### src/rtl/mux_scan_sequencer.sv
// rtl/mux_scan_sequencer.sv - 4:1 mux scan sequencer with programmable settle/dwell and frame assembly
module mux_scan_sequencer #(
  parameter int SETTLE  = 1,
  parameter int DWELL_W = 8
) (
  input  logic               clk,
  input  logic               rst,
  input  logic               start,
  input  logic               cont,
  input  logic [3:0]         mask,
  input  logic [DWELL_W-1:0] dwell,
  input  logic               y_in,
  output logic [1:0]         sel,
  output logic               busy,
  output logic [3:0]         frame,
  output logic               frame_valid,
  output logic               err
);

  // One counter serves both the settle and the dwell phase, so it must hold
  // whichever range is larger (settle is at most 15).
  localparam int CW = (DWELL_W > 4) ? DWELL_W : 4;
  localparam logic [CW-1:0] SETTLE_LAST = (SETTLE > 0) ? CW'(SETTLE - 1) : '0;
  localparam logic          NO_SETTLE   = (SETTLE == 0);

  typedef enum logic [1:0] {
    S_IDLE   = 2'd0,
    S_SETTLE = 2'd1,
    S_DWELL  = 2'd2
  } state_t;

  state_t        state_q, state_n;
  logic [CW-1:0] cnt_q, cnt_n;
  logic [CW-1:0] dwell_q, dwell_n;
  logic [1:0]    ch_q, ch_n;
  logic [3:0]    mask_q, mask_n;
  logic [3:0]    buf_q, buf_n;
  logic [3:0]    buf_sampled;
  logic [1:0]    sel_n;
  logic          busy_n;
  logic [3:0]    frame_n;
  logic          fv_n;
  logic          err_n;
  logic          has_next;
  logic [1:0]    next_ch;
  logic [1:0]    first_ch_in;
  logic [1:0]    first_ch_q;
  logic [CW-1:0] dwell_in;

  // Index of the lowest enabled channel; callers guarantee m is non-zero.
  function automatic logic [1:0] lowest_bit(input logic [3:0] m);
    logic [1:0] r;
    r = 2'd0;
    for (int i = 3; i >= 0; i--) begin
      if (m[i]) r = 2'(i);
    end
    return r;
  endfunction

  // Index of the nearest enabled channel strictly above c.
  function automatic logic [1:0] next_above(input logic [3:0] m, input logic [1:0] c);
    logic [1:0] r;
    r = c;
    for (int i = 3; i >= 0; i--) begin
      if (m[i] && (i > int'(c))) r = 2'(i);
    end
    return r;
  endfunction

  // True when some enabled channel lies above c, i.e. the scan is not over.
  function automatic logic any_above(input logic [3:0] m, input logic [1:0] c);
    logic r;
    r = 1'b0;
    for (int i = 0; i < 4; i++) begin
      if (m[i] && (i > int'(c))) r = 1'b1;
    end
    return r;
  endfunction

  // Channel-walk helpers and the buffer with the current sample merged in.
  always_comb begin
    has_next       = any_above(mask_q, ch_q);
    next_ch        = next_above(mask_q, ch_q);
    first_ch_in    = lowest_bit(mask);
    first_ch_q     = lowest_bit(mask_q);
    dwell_in       = (dwell == '0) ? CW'(1) : CW'(dwell);
    buf_sampled    = buf_q;
    buf_sampled[ch_q] = y_in;
  end

  // Next-state and registered-output logic for the scan FSM.
  always_comb begin
    state_n = state_q;
    cnt_n   = cnt_q;
    dwell_n = dwell_q;
    ch_n    = ch_q;
    mask_n  = mask_q;
    buf_n   = buf_q;
    sel_n   = sel;
    busy_n  = busy;
    frame_n = frame;
    fv_n    = 1'b0;
    err_n   = 1'b0;

    case (state_q)
      S_IDLE: begin
        if (start) begin
          if (mask != 4'b0000) begin
            mask_n  = mask;
            dwell_n = dwell_in;
            buf_n   = 4'b0000;
            ch_n    = first_ch_in;
            sel_n   = first_ch_in;
            busy_n  = 1'b1;
            cnt_n   = '0;
            state_n = NO_SETTLE ? S_DWELL : S_SETTLE;
          end else begin
            err_n = 1'b1;
          end
        end
      end

      S_SETTLE: begin
        if (cnt_q == SETTLE_LAST) begin
          cnt_n   = '0;
          state_n = S_DWELL;
        end else begin
          cnt_n = cnt_q + CW'(1);
        end
      end

      S_DWELL: begin
        if (cnt_q == (dwell_q - CW'(1))) begin
          cnt_n = '0;
          buf_n = buf_sampled;
          if (has_next) begin
            ch_n    = next_ch;
            sel_n   = next_ch;
            state_n = NO_SETTLE ? S_DWELL : S_SETTLE;
          end else begin
            frame_n = buf_sampled;
            fv_n    = 1'b1;
            if (cont) begin
              // Back-to-back restart: the first channel of the next scan
              // begins while frame_valid is high, with no idle gap.
              buf_n   = 4'b0000;
              ch_n    = first_ch_q;
              sel_n   = first_ch_q;
              state_n = NO_SETTLE ? S_DWELL : S_SETTLE;
            end else begin
              ch_n    = 2'd0;
              sel_n   = 2'd0;
              busy_n  = 1'b0;
              state_n = S_IDLE;
            end
          end
        end else begin
          cnt_n = cnt_q + CW'(1);
        end
      end

      default: begin
        state_n = S_IDLE;
      end
    endcase
  end

  // State and datapath registers; reset aborts any scan and clears the frame.
  always_ff @(posedge clk) begin
    if (rst) begin
      state_q     <= S_IDLE;
      cnt_q       <= '0;
      dwell_q     <= '0;
      ch_q        <= 2'd0;
      mask_q      <= 4'b0000;
      buf_q       <= 4'b0000;
      sel         <= 2'd0;
      busy        <= 1'b0;
      frame       <= 4'b0000;
      frame_valid <= 1'b0;
      err         <= 1'b0;
    end else begin
      state_q     <= state_n;
      cnt_q       <= cnt_n;
      dwell_q     <= dwell_n;
      ch_q        <= ch_n;
      mask_q      <= mask_n;
      buf_q       <= buf_n;
      sel         <= sel_n;
      busy        <= busy_n;
      frame       <= frame_n;
      frame_valid <= fv_n;
      err         <= err_n;
    end
  end

endmodule

### config.mk
export PLATFORM = sky130hd
export DESIGN_NAME = mux_scan_sequencer
export DESIGN_NICKNAME = d
export VERILOG_FILES = /design/src/rtl/mux_scan_sequencer.sv
export SDC_FILE = /design/constraint.sdc
export NUM_CORES = 1
export LEC_CHECK = 0
export BUFFER_PORTS_ARGS = -buffer_cell sky130_fd_sc_hd__buf_2
export CAP_MARGIN = 25
export CELL_PAD_IN_SITES_DETAIL_PLACEMENT = 0
export CELL_PAD_IN_SITES_GLOBAL_PLACEMENT = 2
export CORE_MARGIN = 2
export CORE_UTILIZATION = 34
export DETAILED_ROUTE_END_ITERATION = 10
export GPL_TIMING_DRIVEN = 0
export HOLD_SLACK_MARGIN = 0.03
export PLACE_DENSITY = 0.77
export SYNTH_ARGS = -nofsm -noshare
export SYNTH_HDL_FRONTEND = slang
export SYNTH_SLANG_ARGS = --single-unit
export TNS_END_PERCENT = 1
### constraint.sdc
create_clock -name clk -period 3 [get_ports clk]
set_input_delay 0.75 -clock clk [delete_from_list [all_inputs] [get_ports clk]]
set_output_delay 0.75 -clock clk [all_outputs]
set_load 0.01 [all_outputs]
==> impl_metrics.csv, run 1 <==
group,metric,value,unit
outcome,status,"complete, no violations",
clock_tree,clk-insertion-delay-late,280,ps
clock_tree,cts-root-buf,"clkbuf_8",
global_route,grtUsageMet1,0.2339,
global_route,grt_pass1_wl,8.010,mm
synthesis,synth.top_cell.area_share,0.3504,
placement,dp_hpwl,3.494,mm
setup_path,crit_cells,8,
sta,report.final.hold_viol_count,0,
setup_path,crit_type,"flop to flop",
setup_path,worst-path-max-fanout,5,
sta,finalSetupViolations,0,
sta,fmax,389.1,MHz
final_layout,diodes,0,
clock_tree,path_clk_slew,70,ps
sta,worstMarginPinSlew,796.0,ps
sta,setup_tns,0,ps
sta,finalMaxSlewViolations,0,
setup_path,cp.buffers_inverters,1,
synthesis,yosysSeqAreaShare,0.3504,
global_route,grt_start_max_net_pins,11,
clock_tree,cts-htree-levels,2,
global_route,met3_usage,0.02809,
clock_tree,cts_tree,"done",
synthesis,syn_area_per_cell,8.508,µm²
synthesis,synth-edff-count,0,
setup_path,slowest_delay,450,ps
setup_path,crit_path_start,"dwell_q[0]",
setup_path,crit_required,3210,ps
floorplan,pin_count,26,
global_route,top_usage_layer,"met1",
setup_path,crit_end,"state_q[1]",
power,peakVddDrop,272.9,µV
setup_path,reg2reg_from,"dwell_q[0]",
final_layout,nets,290,
worst_hold_path,hp-class,"flop to flop",
clock_tree,cts_setup_buffers,0,
setup_path,critPathCaptureType,"flop",
sta,rsz0062_at_grt,"no",
final_layout,drive_gt1_frac,0.1648,
final_layout,layout_commonest_cell,"dfxtp_1",
setup_path,worstRegToRegCells,8,
clock_tree,cts_hold_buf,0,
synthesis,ys_ff_latch,35,
synthesis,synth_area,1999,µm²
global_route,grt_pass1_vias,1654,
floorplan,row_count,27,
global_route,grt_util_met2,0.2333,
sta,post-route-period-util,0.8566,
drt,antenna_left,0,
floorplan,coreArea,5608,µm²
setup_path,arrival,2780,ps
drt,avgViaCountPerCell,5.100,
final_layout,final_cell_mix,"35 x dfxtp_1, 27 x buf_2, 21 x nor2_1",
flow_run,drv_cap,0,
drt,drc,0,
drt,route.detailed.wl_per_inst,13.74,µm
setup_path,startpoint_type,"flop",
power,power_leakage,0.9178,nW
synthesis,ys_top_cells_by_area,"dfxtp_1 35%, mux2i_1 6.0%, a21oi_1 5.0%",
floorplan,dieArea,6510,µm²
drt,drtPass1Iterations,4,
drt,initialDrtViolationCount,72,
drt,num_vias,1729,
clock_tree,clock_sinks,35,
clock_tree,clockBufferDepth,2,
clock_tree,post_cts_resized,0,
placement,place_congestion,0.7652,
setup_path,crit_chain,"inv_1 > ha_1 > xnor2_1 > a311o_1 > a2111oi_4 > a21oi_1 > nor3_1 > mux2i_1",
synthesis,ys.flop_type,"dfxtp_1",
sta,fin_skew,5.202,ps
setup_path,cp_slowest_cell,"a2111oi_4",
global_route,grt_overflow_total,0,
floorplan,fp.dieW,80.69,µm
global_route,antenna_found_initial,0,
sta,max_slew_margin,0.4624,
synthesis,ys.warnings.count,0,
floorplan,dieHeight,80.69,µm
setup_path,cp_top_family,"compound AO/OA/AOI/OAI gates",
floorplan,start_util,0.3565,
drt,wirelength,4.659,mm
synthesis,netlist_instances,235,
power,p_per_area,637.2,nW/µm²
synthesis,yosysTopAreaCell,"dfxtp_1",
synthesis,ys_types,46,
sta,fin_crit,2570,ps
final_layout,syn2layout_area_growth,14.58,%
synthesis,async_flop_share,0,
global_route,track_usage,0.1598,
setup_path,r2r_slack,430,ps
synthesis,syn-num-nets,259,
setup_path,r2r-end,"state_q[1]",
clock_tree,cts_buffers,5,
sta,holdWs,449.3,ps
placement,io_buffers,24,
## logic make-up (layout without fill, tap and decap cells)
family                   after synthesis  in the layout  share of synthesized area
multiplexers                          12             12                    0.06008
adder cells (fa/ha/maj)                7              7                    0.04380
buffers and inverters                 26             58                    0.05444
flip-flops                            35             35                     0.3504
AND/OR/NAND/NOR                       86             86                     0.2272
AO/OA/AOI/OAI                         59             59                     0.2134
XOR/XNOR                              10             10                    0.05069
## cells in the mapped netlist, types with 2 or more instances
master    count
and4_1        2
or2_2         2
o31ai_1       4
and3_1        2
inv_1        16
o211ai_1      4
nor2_1       21
or2b_2        2
nand2b_1      6
a21oi_1      20
o21ai_0       6
a31oi_1       7
ha_1          7
dfxtp_1      35
buf_2         3
nor4_1        2
xnor2_1       7
mux2i_1      12
xor2_1        2
or2_0         4
a22o_1        2
a21boi_0      3
nor4b_1       2
a32oi_1       2
nor3_1        8
o41ai_1       2
nand3_1      13
clkbuf_1      6
nand2_1      16
## area by class of cell
type                            instances  area, µm²
Clock buffer                            7      76.32
Buffer                                 10      48.80
Timing Repair Buffer                   24      120.1
Inverter                               16      60.06
Sequential cell                        35      700.7
Tap cell                               72      90.09
Fill cell                             615       3317
Clock inverter                          1      5.005
Multi-Input combinational cell        174       1190
## how the worst min path moves through the flow
| stage | startpoint | to | slack [ps] | cells past startpoint |
|---|---|---|---|---|
| after global routing | mask_q[0] | mask_q[0] | 470 | 2 |
| after detailed placement | frame[1] | frame[1] | 440 | 2 |
| after floorplan | mask_q[0] | mask_q[0] | 430 | 2 |
| after CTS | frame[1] | frame[1] | 450 | 2 |
| after global placement | mask_q[0] | mask_q[0] | 440 | 2 |
| final | frame[1] | frame[1] | 450 | 2 |
## report_power, final
group	switching (mW)	internal (mW)
registers	0.0589	0.520
clock network	0.170	0.163
logic	0.324	0.224
total	0.552	0.907
## flip-flops by register name, summed over array words and instances, names as in the netlist
signal       cells
buf_q            4
mask_q           4
state_q          2
frame            4
ch_q             2
dwell_q          8
err              1
frame_valid      1
cnt_q            8
busy             1
## layer usage
layer	up-vias	part of all wire	wire [µm]
li1	909	-	-
met1	785	0.54	2527
met2	30	0.41	1904
met3	5	0.034	159
met4	0	0.015	69
met5	-	0	0
## worst register-to-register path, delay by kind of cell, from the launching register on
family	cells	cell delay (ps)
AOI/OAI and AO/OA	3	940
muxes	1	240
buffers and inverters	1	80
xor gates and xnor gates	1	130
adders and majority gates	1	310
and+or+nand+nor	1	420
DFF	1	390
## metrics by stage
step	instance area [µm²]	total power, mW	worst slack (ps)	utilization	instances
finish	2291	1.460	430.1	0.4085	339
global route	2291	1.570	299.5	0.4085	339
CTS	2291	1.483	451.9	0.4085	339
detailed placement	2210	1.136	220.1	0.3940	331
global placement	2210	1.142	226.5	0.3940	331
floorplan	1999	1.004	747.4	-	235
(Power assumes the default switching activity.)
==> run 2, diff against run 1 <==
--- a/config.mk
+++ b/config.mk
@@ -5,12 +5,13 @@
 export SDC_FILE = /design/constraint.sdc
 export NUM_CORES = 1
 export LEC_CHECK = 0
+export ABC_AREA = 1
 export BUFFER_PORTS_ARGS = -buffer_cell sky130_fd_sc_hd__buf_2
 export CAP_MARGIN = 25
 export CELL_PAD_IN_SITES_DETAIL_PLACEMENT = 0
 export CELL_PAD_IN_SITES_GLOBAL_PLACEMENT = 2
 export CORE_MARGIN = 2
-export CORE_UTILIZATION = 34
+export CORE_UTILIZATION = 31
 export DETAILED_ROUTE_END_ITERATION = 10
 export GPL_TIMING_DRIVEN = 0
 export HOLD_SLACK_MARGIN = 0.03
==> run 2 against run 1 <==
Sequential power up 11%. Clock skew up 8.5 ps. Sequential cell count unchanged. Area after synthesis up 4.3%. Hold slack better by 24 ps. Fmax up 25%. Non-clock buffer count down 2. Die area up 14%. Via count up 16%. Register-to-register slack better by 520 ps. Synthesized cell count up 35%.
==> impl_metrics.csv, run 2 <==
group,metric,value,unit
sta,fin_ws,949.5,ps
setup_path,worst-path-max-fanout,6,
synthesis,ys.flop_type,"dfxtp_1",
power,peakVddDrop,360.8,µV
power,total_power,2.047,mW
drt,wirelength,5.566,mm
setup_path,cp_slowest_cell,"dfxtp_1",
global_route,track_usage,0.1587,
final_layout,top_regs,"cnt_q x8, dwell_q x8",
final_layout,diodes,0,
synthesis,netlist_instances,317,
clock_tree,clockBufferDepth,2,
synthesis,syn-num-nets,341,
final_layout,drive_gt1_frac,0.1543,
clock_tree,cts-root-buf,"clkbuf_8",
synthesis,yosysSeqAreaShare,0.3361,
floorplan,start_util,0.3246,
sta,max_slew_margin,0.6050,
power,p_per_area,849.3,nW/µm²
sta,finalSetupViolations,0,
final_layout,final_cells,427,
global_route,antenna_found_initial,0,
global_route,grt_overflow_total,0,
placement,io_buffers,25,
synthesis,ys_types,29,
setup_path,crit_path_start,"dwell_q[0]",
sta,finalMaxSlewViolations,0,
final_layout,postLayoutCoreUtil,0.3752,
synthesis,ys_ff_latch,35,
setup_path,r2r_slack,950,ps
sta,fin_skew,13.70,ps
sta,report.final.hold_viol_count,0,
placement,dp_hpwl,4.266,mm
flow_run,drv_cap,0,
worst_hold_path,min-delay-start,"busy",
setup_path,startpoint_type,"flop",
sta,post-route-period-util,0.6835,
final_layout,nFillCells,729,
drt,initialDrtViolationCount,85,
synthesis,syn_area_per_cell,6.576,µm²
final_layout,design_area,2410,µm²
clock_tree,cts-htree-levels,2,
setup_path,slowest_delay,360,ps
synthesis,synth.top_cell.area_share,0.3361,
final_layout,syn2layout_area_growth,15.61,%
synthesis,ys.warnings.count,0,
clock_tree,cts_setup_buffers,0,
synthesis,synth.most_common_cell,"nand2_1",
final_layout,final_cell_mix,"59 x nand2_1, 46 x nor2_1, 41 x inv_1",
drt,antenna_left,0,
synthesis,synth_area,2084,µm²
floorplan,dieArea,7396,µm²
final_layout,layout_commonest_cell,"nand2_1",
setup_path,cp.buffers_inverters,4,
sta,rsz0062_at_grt,"no",
synthesis,synthTopCellsByCount,"59 x nand2_1, 46 x nor2_1, 41 x inv_1",
drt,route.detailed.wl_per_inst,13.04,µm
clock_tree,cts_tree,"done",
sta,fin_crit,2051,ps
clock_tree,cts_buffers,5,
placement,place_congestion,0.7827,
placement,placed_cells,419,
setup_path,crit_chain,"inv_1 > ha_1 > inv_1 > nand2_1 > nand3_1 > nand2_1 > inv_1 > nand3_1 > nor2_1 > nand4_2 > inv_2 > nand2_1 > nand2_1 > nor2_1",
power,power_leakage,1.132,nW
setup_path,path_common_cell,"nand2_1",
setup_path,cp_top_family,"simple AND/OR/NAND/NOR gates",
global_route,grt_pass1_vias,1878,
drt,avgViaCountPerCell,4.679,
clock_tree,path_clk_slew,80,ps
floorplan,row_count,29,
placement,placed_area,2306,µm²
floorplan,pin_count,26,
clock_tree,clk-insertion-delay-late,300,ps
synthesis,ys_top_cells_by_area,"dfxtp_1 34%, nand2_1 11%, nor2_1 8.3%",
global_route,grt_start_max_net_pins,12,
drt,drtPass1Iterations,4,
sta,worstMarginPinSlew,592.5,ps
final_layout,seq_area,700.7,µm²
clock_tree,clock_sinks,35,
setup_path,crit_required,3200,ps
clock_tree,post_cts_resized,0,
drt,drc,0,
synthesis,synth-edff-count,0,
synthesis,yosysTopAreaCell,"dfxtp_1",
setup_path,reg2reg_from,"dwell_q[0]",
setup_path,critPathCaptureType,"flop",
final_layout,multi_input_area,1175,µm²
floorplan,coreArea,6422,µm²
clock_tree,cts_hold_buf,0,
sta,setup_tns,0,ps
floorplan,fp.dieW,86,µm
placement,post-place-ws,688.0,ps
synthesis,async_flop_share,0,
setup_path,arrival,2250,ps
worst_hold_path,hp-class,"flop to flop",
global_route,grt_pass1_wl,9.170,mm
drt,num_vias,1998,
outcome,status,"complete, no violations",
floorplan,dieHeight,86,µm
setup_path,crit_type,"flop to flop",
sta,fmax,487.7,MHz
sta,holdWs,473.0,ps
final_layout,nets,373,
-- run 2: cell types whose count changed after synthesis, moves of 12 or more --
cell and change:
nand2_1 +43, inv_1 +25, nor2_1 +25, o21ai_0 +21, nand3_1 +16, mux2i_1 -12
-- run 2: final cells by class --
cell class                      instances  area share
Tap cell                               77     0.03998
Clock buffer                            7     0.03998
Sequential cell                        35      0.2908
Inverter                               45     0.07217
Clock inverter                          1    0.003115
Buffer                                  7     0.01454
Timing Repair Buffer                   25     0.05192
Multi-Input combinational cell        230      0.4875
-- run 2: final timing paths --
path,to,cells past startpoint
max,frame[0],14
max reg2reg,frame[0],14
min reg2reg,busy,2
min,busy,2
-- run 2: logic make-up (layout without fill, tap and decap cells) --
kind of cell               after synthesis  in the layout  share of synthesized area
DFF                                     35             35                     0.3361
adders and majority gates                7              7                    0.04201
buffers and inverters                   52             85                     0.1002
xor gates and xnor gates                10             10                    0.04201
AOI/OAI and AO/OA                       56             56                     0.1411
and+or+nand+nor                        157            157                     0.3385
-- run 2: power by group --
| group | internal (mW) | switching, mW |
|---|---|---|
| Clock | 0.209 | 0.186 |
| Combinational | 0.342 | 0.665 |
| Sequential | 0.560 | 0.0841 |
| Total | 1.11 | 0.935 |
-- run 2: tightest hold or removal path, delay by kind of cell, from the launching register on --
kind	cells	cell delay [ps]
AOI/OAI and AO/OA	1	50
DFF	1	320
and+or+nand+nor	1	60
-- run 2: per-layer routing --
metal | track usage | up-vias | share of wire
li1 | - | 1076 | -
met4 | 0.05051 | 0 | 0.013
met5 | 0 | - | 0
met3 | 0.03657 | 8 | 0.029
met2 | 0.2431 | 21 | 0.44
met1 | 0.2201 | 893 | 0.52
